**src/rtl/reg_pkg.sv**
```systemverilog
// Shared defaults and constants for the register-bank blocks.
package reg_pkg;

  localparam int REG_WIDTH_DEF = 16;
  localparam int REG_DEPTH_DEF = 8;
  localparam int REG_ADDR_DEF  = 3;

  // Widest data word any register block may use; slice REG_ZERO to the local width.
  localparam int                     REG_MAX_W = 64;
  localparam logic [REG_MAX_W-1:0]   REG_ZERO  = '0;

endpackage

```
**src/rtl/reg_cell.sv**
```systemverilog
// Single storage register with write/increment controls and all-ones wrap detect.
module reg_cell
  import reg_pkg::*;
#(
  parameter int WIDTH = REG_WIDTH_DEF
) (
  input  logic             clk,
  input  logic             rst_n,
  input  logic             i_wr,
  input  logic [WIDTH-1:0] i_wdata,
  input  logic             i_inc,
  output logic [WIDTH-1:0] o_q,
  output logic             o_wrap
);

  logic [WIDTH-1:0] r_q;

  always_ff @(posedge clk or negedge rst_n) begin
    if (!rst_n)
      r_q <= REG_ZERO[WIDTH-1:0];
    else if (i_wr)
      r_q <= i_wdata;
    else if (i_inc)
      r_q <= r_q + WIDTH'(1);
  end

  // A write takes precedence, so an increment alongside it never wraps.
  assign o_wrap = i_inc & ~i_wr & (&r_q);
  assign o_q    = r_q;

endmodule

```
**src/rtl/reg_bank.sv**
```systemverilog
// Register bank: per-register cells, conflict-resolved write/increment, registered read mux.
module reg_bank
  import reg_pkg::*;
#(
  parameter int WIDTH  = REG_WIDTH_DEF,
  parameter int DEPTH  = REG_DEPTH_DEF,
  parameter int ADDR_W = REG_ADDR_DEF
) (
  input  logic              clk,
  input  logic              rst_n,
  input  logic              wr_en,
  input  logic [ADDR_W-1:0] wr_addr,
  input  logic [WIDTH-1:0]  data_in,
  input  logic              inc_en,
  input  logic [ADDR_W-1:0] inc_addr,
  input  logic              read_en,
  input  logic [ADDR_W-1:0] rd_addr,
  output logic [WIDTH-1:0]  data_out,
  output logic              rd_valid,
  output logic              wrap,
  output logic              conflict
);

  logic [WIDTH-1:0] w_q [DEPTH];
  logic [DEPTH-1:0] w_wr;
  logic [DEPTH-1:0] w_inc;
  logic [DEPTH-1:0] w_cell_wrap;
  logic             w_conflict;

  logic [WIDTH-1:0] r_data_p1;
  logic             r_vld_p1;
  logic             r_wrap_p1;
  logic             r_conflict_p1;

  assign w_conflict = wr_en & inc_en & (wr_addr == inc_addr);

  for (genvar g = 0; g < DEPTH; g++) begin : g_cell
    assign w_wr[g]  = wr_en & (wr_addr == ADDR_W'(g));
    assign w_inc[g] = inc_en & (inc_addr == ADDR_W'(g)) & ~w_conflict;

    reg_cell #(.WIDTH(WIDTH)) u_cell (
      .clk     (clk),
      .rst_n   (rst_n),
      .i_wr    (w_wr[g]),
      .i_wdata (data_in),
      .i_inc   (w_inc[g]),
      .o_q     (w_q[g]),
      .o_wrap  (w_cell_wrap[g])
    );
  end

  // Stage p1: read data sampled before this edge's updates land, plus event pulses.
  always_ff @(posedge clk or negedge rst_n) begin
    if (!rst_n) begin
      r_data_p1     <= REG_ZERO[WIDTH-1:0];
      r_vld_p1      <= 1'b0;
      r_wrap_p1     <= 1'b0;
      r_conflict_p1 <= 1'b0;
    end else begin
      r_data_p1     <= read_en ? w_q[rd_addr] : REG_ZERO[WIDTH-1:0];
      r_vld_p1      <= read_en;
      r_wrap_p1     <= |w_cell_wrap;
      r_conflict_p1 <= w_conflict;
    end
  end

  assign data_out = r_data_p1;
  assign rd_valid = r_vld_p1;
  assign wrap     = r_wrap_p1;
  assign conflict = r_conflict_p1;

endmodule

```
**config.mk**
```make
export PLATFORM = sky130hd
export DESIGN_NAME = reg_bank
export DESIGN_NICKNAME = d
export VERILOG_FILES = /design/src/rtl/reg_pkg.sv /design/src/rtl/reg_cell.sv /design/src/rtl/reg_bank.sv
export SDC_FILE = /design/constraint.sdc
export NUM_CORES = 1
export LEC_CHECK = 0
export ABC_AREA = 1
export CAP_MARGIN = 0
export CORE_MARGIN = 1.5
export CORE_UTILIZATION = 50
export CTS_CLUSTER_DIAMETER = 200
export CTS_CLUSTER_SIZE = 24
export DETAILED_ROUTE_END_ITERATION = 6
export GPL_ROUTABILITY_DRIVEN = 1
export GPL_TIMING_DRIVEN = 0
export PLACE_DENSITY = 0.7
export SYNTH_ARGS = -nofsm -noshare
export SYNTH_HDL_FRONTEND = slang
export SYNTH_HIERARCHICAL = 1
export SYNTH_SLANG_ARGS = --single-unit
```
**constraint.sdc**
```tcl
create_clock -name clk -period 1.33 [get_ports clk]
set_input_delay 0.1995 -clock clk [delete_from_list [all_inputs] [get_ports clk]]
set_output_delay 0.1995 -clock clk [all_outputs]
set_load 0.02 [all_outputs]
```
==> After elaboration in Yosys (flattened, before gate mapping) <==
Index checks and enable logic that the tools add are counted.
{ "totals": {"output_inout_bits": 19, "ramBits": 0, "romBits": 0, "elab_cells": 127, "n_memories": 0, "regBits": 147, "latch_bits": 0, "in_bits": 30} }
{ "classes": {"n_eq_ne": 15, "shift": 0, "n_lt_le_gt_ge": 1, "mul": 0, "n_reduce_logical": 19, "n_bitwise": 52, "div": 0, "n_mux": 20, "addsub": 8} }
{ "op_table": {"columns": ["cell", "n"], "rows": [
  ["16-bit two-way mux", 19],
  ["16-bit by 1-bit adder with 16-bit output (second input constant)", 8],
  ["16-bit AND reduction", 8],
  ["16-bit binary-select mux with 3-bit select", 1],
  ["1-bit AND", 42],
  ["3-bit == test (second input constant)", 8],
  ["2-bit nonzero test", 8],
  ["3-bit by 2-bit == test with 1-bit output (second input constant)", 4],
  ["1-bit inverter", 9],
  ["8-bit OR reduction", 1],
  ["3-bit by 1-bit == test with 1-bit output (second input constant)", 2],
  ["3-bit zero test", 2],
  ["4-bit >= comparator (second input constant)", 1],
  ["3-bit inverter with 4-bit output", 1],
  ["3-bit == test", 1]
]} }

==> Longest topological paths before layout <==
Gate-level depths: netlist of run 1.
{ "depth": {"ltp_word": 7, "mapped_depth": 11, "ltp_nobuf": 11} }

==> Hierarchy <==
The synthesis of run 1 kept the hierarchy.
{ "modules_own_cells": {"columns": ["module", "cells_per_inst", "seq_area_each_um2", "area_each_um2", "instances"], "rows": [
  ["reg_cell", 143, 400.4, 1068.5, 8],
  ["reg_bank", 502, 475.5, 2473.6, 1]
]} }

==> Worst setup path before layout of run 1 <==
No wires, ideal clock.
{ "synth_path": {"path_type": "input-to-reg", "start": "input inc_en", "end": "register r_wrap_p1 (netlist: wrap)", "t_arrival_ns": 1.412, "path_stages": 10, "n_path_buf": 1, "slack_ns": -0.210, "cell_sequence": "clkbuf_2 -> nand2_4 -> nor3_4 -> a21oi_1 -> inv_1 -> nor2_2 -> nand3_1 -> nor3_1 -> nor4_1 -> nand2_1"} }
{ "synth_via": {"elab_chain_cells": 7, "word_cells_on_any_way": 36} }
{ "synth_rtl": {"columns": ["item", "line", "rtl"], "rows": [
  ["start: declaration", "reg_bank.sv:14", "input logic inc_en,"],
  ["1-bit AND (2 in series)", "reg_bank.sv:35", "assign w_conflict = wr_en & inc_en & (wr_addr == inc_addr);"],
  ["1-bit inverter", "reg_bank.sv:39", "assign w_inc[g] = inc_en & (inc_addr == ADDR_W'(g)) & ~w_conflict;"],
  ["1-bit AND *", "reg_bank.sv:39", null],
  ["named net w_inc[1]", "reg_bank.sv:26", "logic [DEPTH-1:0] w_inc;"],
  ["1-bit AND * (2 in series)", "reg_cell.sv:28", "assign o_wrap = i_inc & ~i_wr & (&r_q);"],
  ["named net w_cell_wrap[1]", "reg_bank.sv:27", "logic [DEPTH-1:0] w_cell_wrap;"],
  ["8-bit OR reduction *", "reg_bank.sv:62", "r_wrap_p1 <= |w_cell_wrap;"],
  ["end signal: assignment", "reg_bank.sv:62", null],
  ["end: declaration", "reg_bank.sv:32", "logic r_wrap_p1;"]
]} }
The timed path passes the listed nets; every way through them passes the cells marked *.
A chain may end at the register's enable or synchronous reset.

==> Worst setup path after layout of run 1 <==
{ "layout_path": {"start": "register g_cell[6].u_cell.r_q[1]", "end": "register r_wrap_p1 (netlist: wrap)"} }
{ "layout_via": {"elab_chain_cells": 3} }
{ "layout_rtl": {"columns": ["item", "line", "rtl"], "rows": [
  ["start: declaration", "reg_cell.sv:16", "logic [WIDTH-1:0] r_q;"],
  ["start signal: assignment", "reg_cell.sv:20", "r_q <= REG_ZERO[WIDTH-1:0];"],
  ["start signal: assignment", "reg_cell.sv:22", "r_q <= i_wdata;"],
  ["start signal: assignment", "reg_cell.sv:24", "r_q <= r_q + WIDTH'(1);"],
  ["16-bit AND reduction", "reg_cell.sv:28", null],
  ["1-bit AND", "reg_cell.sv:28", null],
  ["named net w_cell_wrap[6]", "reg_bank.sv:27", null],
  ["8-bit OR reduction", "reg_bank.sv:62", null]
]} }
The timed path passes the listed nets, and every way through them passes these cells.

==> results of run 1 <==
==> report_power, final <==
| group | internal, mW | switching, mW |
|---|---|---|
| sequential | 5.57 | 1.74 |
| combinational | 2.53 | 3.41 |
| clock | 3.41 | 2.09 |
| total | 11.5 | 7.24 |
==> placed cells by master, fill, tap and decap left out, drive strengths merged <==
cell and instances:
nand2 509, inv 251, nand3 216, nor2 190, dfrtp 147, buf 112, a22oi 88, xnor2 56
clkbuf 36, o21ai 25, nand4 24, o21bai 24, a21oi 24, clkdlybuf4s50 18, o211ai 16, clkdlybuf4s15 14
nor3 9, ha 8, bufinv 5, dlygate4sd2 4, clkinv 4, clkinvlp 3, nor4 2, and2 1
dlygate4sd3 1, dlymetal6s2s 1
==> flip-flops by register name, indices dropped and copies added, names as in the netlist <==
name	count
g_cell.u_cell/o_q	128
data_out	16
conflict	1
wrap	1
rd_valid	1
==> kinds of logic after synthesis <==
group	count (synthesis)
adder cells (fa/ha/maj)	8
buffers and inverters	307
flip-flops	147
AO/OA/AOI/OAI	177
XOR/XNOR	56
AND/OR/NAND/NOR	951
==> timing repair <==
item	in CTS	in global routing
pin swaps	15	50
hold buffers	1	0
gates resized for setup	127	246
cloned	0	4
endpoints found under the hold margin	73	0
setup endpoints to repair	158	215
setup buffers	25	33
==> layer usage <==
| metal | vias to the layer above | GRT usage |
|---|---|---|
| met3 | 141 | 0.05329 |
| met2 | 576 | 0.5509 |
| met1 | 5644 | 0.4334 |
| met5 | - | 0 |
| met4 | 0 | 0.1704 |
| li1 | 5529 | - |
==> layout make-up <==
| type | instances | area (µm²) |
|---|---|---|
| Fill cell | 1903 | 7649 |
| Clock inverter | 14 | 225.2 |
| Tap cell | 280 | 350.3 |
| Multi-Input combinational cell | 1192 | 6863 |
| Clock buffer | 18 | 439.2 |
| Buffer | 58 | 419.2 |
| Timing Repair Buffer | 110 | 1081 |
| Sequential cell | 147 | 3742 |
| Inverter | 249 | 987.2 |
==> cell usage after synthesis <==
library cell	n	area [µm²]
sky130_fd_sc_hd__nor2_1	141	529.3
sky130_fd_sc_hd__ha_1	8	100.1
sky130_fd_sc_hd__inv_2	11	41.29
sky130_fd_sc_hd__clkbuf_2	1	5.000
sky130_fd_sc_hd__buf_6	8	90.09
sky130_fd_sc_hd__nor4_1	2	12.51
sky130_fd_sc_hd__a22oi_1	88	660.6
sky130_fd_sc_hd__nand3_1	200	1001
sky130_fd_sc_hd__nand2_4	1	11.26
sky130_fd_sc_hd__buf_2	19	95.09
sky130_fd_sc_hd__o21bai_1	24	180.2
sky130_fd_sc_hd__a21oi_1	24	120.1
sky130_fd_sc_hd__xnor2_1	56	490.5
sky130_fd_sc_hd__nor3_1	8	40.04
sky130_fd_sc_hd__buf_4	17	127.6
sky130_fd_sc_hd__inv_1	238	893.4
sky130_fd_sc_hd__nand2_1	498	1869
sky130_fd_sc_hd__nand2_2	10	62.56
sky130_fd_sc_hd__clkbuf_1	12	45.04
sky130_fd_sc_hd__o211ai_1	16	120.1
sky130_fd_sc_hd__nor2_2	33	206.5
sky130_fd_sc_hd__nor3_4	1	16.27
sky130_fd_sc_hd__buf_1	1	3.750
sky130_fd_sc_hd__o21ai_1	25	125.1
sky130_fd_sc_hd__nor2_4	16	180.2
sky130_fd_sc_hd__and2_1	1	6.260
sky130_fd_sc_hd__nand4_1	24	150.1
sky130_fd_sc_hd__nand3_2	16	160.2
sky130_fd_sc_hd__dfrtp_1	147	3679
==> how the worst min path moves through the flow <==
stage	depth (start not counted)	slack, ns	from	endpoint
after floorplan	0	-0.1	rst_n	conflict$_DFF_PN0_
after global placement	2	0.56	g_cell[3].u_cell/o_q[1]$_DFFE_PN0P_	g_cell[3].u_cell/o_q[1]$_DFFE_PN0P_
after detailed placement	1	0.27	rst_n	g_cell[7].u_cell/o_q[8]$_DFFE_PN0P_
after CTS	1	0.29	read_en	rd_valid$_DFF_PN0_
after global routing	1	0.28	read_en	rd_valid$_DFF_PN0_
final	1	0.30	read_en	rd_valid$_DFF_PN0_
==> critical path, stage by stage, from the launching register on <==
cell and delay [ns]:
sky130_fd_sc_hd__dfrtp_1 0.41, sky130_fd_sc_hd__ha_4 0.19, sky130_fd_sc_hd__nand3_4 0.10, sky130_fd_sc_hd__inv_4 0.06, sky130_fd_sc_hd__nand3_4 0.07, sky130_fd_sc_hd__nor3_4 0.06
sky130_fd_sc_hd__nor4_4 0.42, sky130_fd_sc_hd__nand2_1 0.16
==> metrics by stage <==
| stage | util | cells |
|---|---|---|
| CTS | 0.5985 | 2031 |
| floorplan | - | 1646 |
| global route | 0.6484 | 2068 |
| finish | 0.6484 | 2068 |
| global placement | 0.5451 | 1972 |
| detailed placement | 0.5464 | 1973 |
==> summary by stage, run 1 <==
Detailed routing
The post-detailed-route via-to-cell ratio is between 5 and 6. Detailed routing placed a total of between 2 and 3 mm of wire on met3. The detail route stage leaves a number of antenna-violating nets equal to 0.

The first detailed-routing pass ran for 6 iterations. The detailed-routed wire length on met2 is about 18 mm. In the routed design, unresolved DRC markers number 0. The aggregate routed wire length is 39.11 mm.

The top routing layer in use is met4. The routed layout has about 12000 vias. The wire length on met1 is ~16 mm.

The per-cell routed wire length is 18.91 µm. The number of design-rule violations left by the first detailed-router iteration is about 1300.

Yosys
Synthesis inferred roughly 150 register bits. Of the total synthesized cell area, the portion taken by AND, OR, NAND and NOR gates is 0.3852. The count of different cell masters after synthesis is 29. Synthesis produced a netlist whose cell count is around 1600.

The share of the synthesized area in compound gates (AO/OA/AOI/OAI) is 0.1094. The post-synthesis xor/xnor area fraction is 0.04450. The number of nets handed over by synthesis was 1684. The mux share of post-synthesis cell area is 0. The number of warnings issued by yosys is 6.

Summing every instance area after synthesis gives between 0.01 and 0.015 mm². The sequential cell area fraction in the yosys report is 0.3337. A synthesized cell averages about 6.7 µm². Of the total synthesized cell area, the portion taken by full adders, half adders and majority gates is 0.009082.

After synthesis, the largest family of logic cells by area is simple AND/OR/NAND/NOR gates.

Die
The starting density of the core is 0.5066. The total area inside the core boundary comes to between 0.02 and 0.025 mm². The overall die area is roughly 0.023 mm². The floorplan step set the die width to 151.5 µm. The die is around 150 µm tall. The site row count is 54.

The top-level I/O count is just under 50.

Global routing
The global-route usage over all layers is 0.3376. The via count of the first global-routing pass is 10868. The first global-routing pass estimated roughly 58 mm of wire. Entering global routing, the biggest net connects 75 pins.

The initial antenna violation count is 0. Global routing finished with a remaining overflow of 0.

Timing
Of the available clock period, the critical path in the final layout requires 1.209. The transition time at the pin with the least slew margin is 0.9920 ns. The worst slew slack as a fraction of its limit is 0.3366. The achievable frequency is ~0.62 GHz. The worst clock skew is slightly above 0.01 ns. The final hold violation count is 0.

Setup repair after global routing could not meet its margin everywhere. The count of final max-slew check failures is 0. The final-layout worst hold slack is 0.3031 ns. The final worst setup slack is -0.2784 ns. Setup violations remaining at the end of the flow were counted as 11. After routing, the total negative slack on setup checks comes to -0.4720 ns. The clock period minus final worst setup slack is approximately 1.6 ns.

Clocking
The clock tree synthesis step divided the H-tree into 4 levels. The tree is rooted in a sky130_fd_sc_hd__clkbuf_16. After clock tree synthesis, the clock-pin slew on the worst setup and hold paths is 0.07 ns. The insertion delay to the later sink of the worst-skew pair is roughly 0.43 ns. The clock net in this run drives a total of approximately 150 sinks.

Counting the buffers created by CTS gives 17. The clock passes through at most 2 buffers. The CTS tree is built.

Worst hold path
The tightest min-delay check is of the primary input to flop type.

Placement
The count of buffers inserted at the top-level ports is between 40 and 50. The placed wire-length estimate is 26.00 mm. The worst slack at placement is -1.636 ns. The weighted congestion reported at the end of routability-driven placement is approximately 0.95. The total cell area at the placement stage is 0.01189 mm².

Critical path
The largest fanout on the critical path is 3. Across all register-to-register paths, the minimum setup slack is -0.28 ns. The worst register-to-register path begins at g_cell[6].u_cell/o_q[1]$_DFFE_PN0P_. STA classifies the critical path startpoint as a flop. The capturing point of the worst reg2reg path is wrap$_DFF_PN0_. STA classifies the critical path endpoint as a flop. The worst register-to-register path has a depth of 7. The critical path startpoint is g_cell[6].u_cell/o_q[1]$_DFFE_PN0P_. For the worst setup path, the data arrival time is roughly 1.9 ns. The worst endpoint required time is about 1.6 ns.

By startpoint and endpoint, the worst setup path is classified as flop to flop. The critical path ends at wrap$_DFF_PN0_.

Finish
The layout-stage area growth over the synthesis result is 27.99%. The count of nets after finishing is roughly 1800. The share of final-layout standard cells stronger than drive strength 1 is 0.2383. After routing the design area is between 0.01 and 0.015 mm².

The number of diodes is 0.

Power
In this run the power density over the cells is ~1300 mW/mm². The reported leakage power is around 6.5 nW. The largest voltage drop on the vdd net is between 700 and 800 µV.

The design draws between 15 and 20 mW.

Run
Max-cap violations in this run came to 0.

Run status
The final reports fail on setup timing. The run finished, with violations left.
No activity file was read; power rests on OpenSTA's default activity.
==> run 2: changes to the inputs <==
Settings changed: HOLD_SLACK_MARGIN set to 0.1.
==> results of run 2 <==
Same layout as run 1: the final DEF is identical, and so are final timing and power.
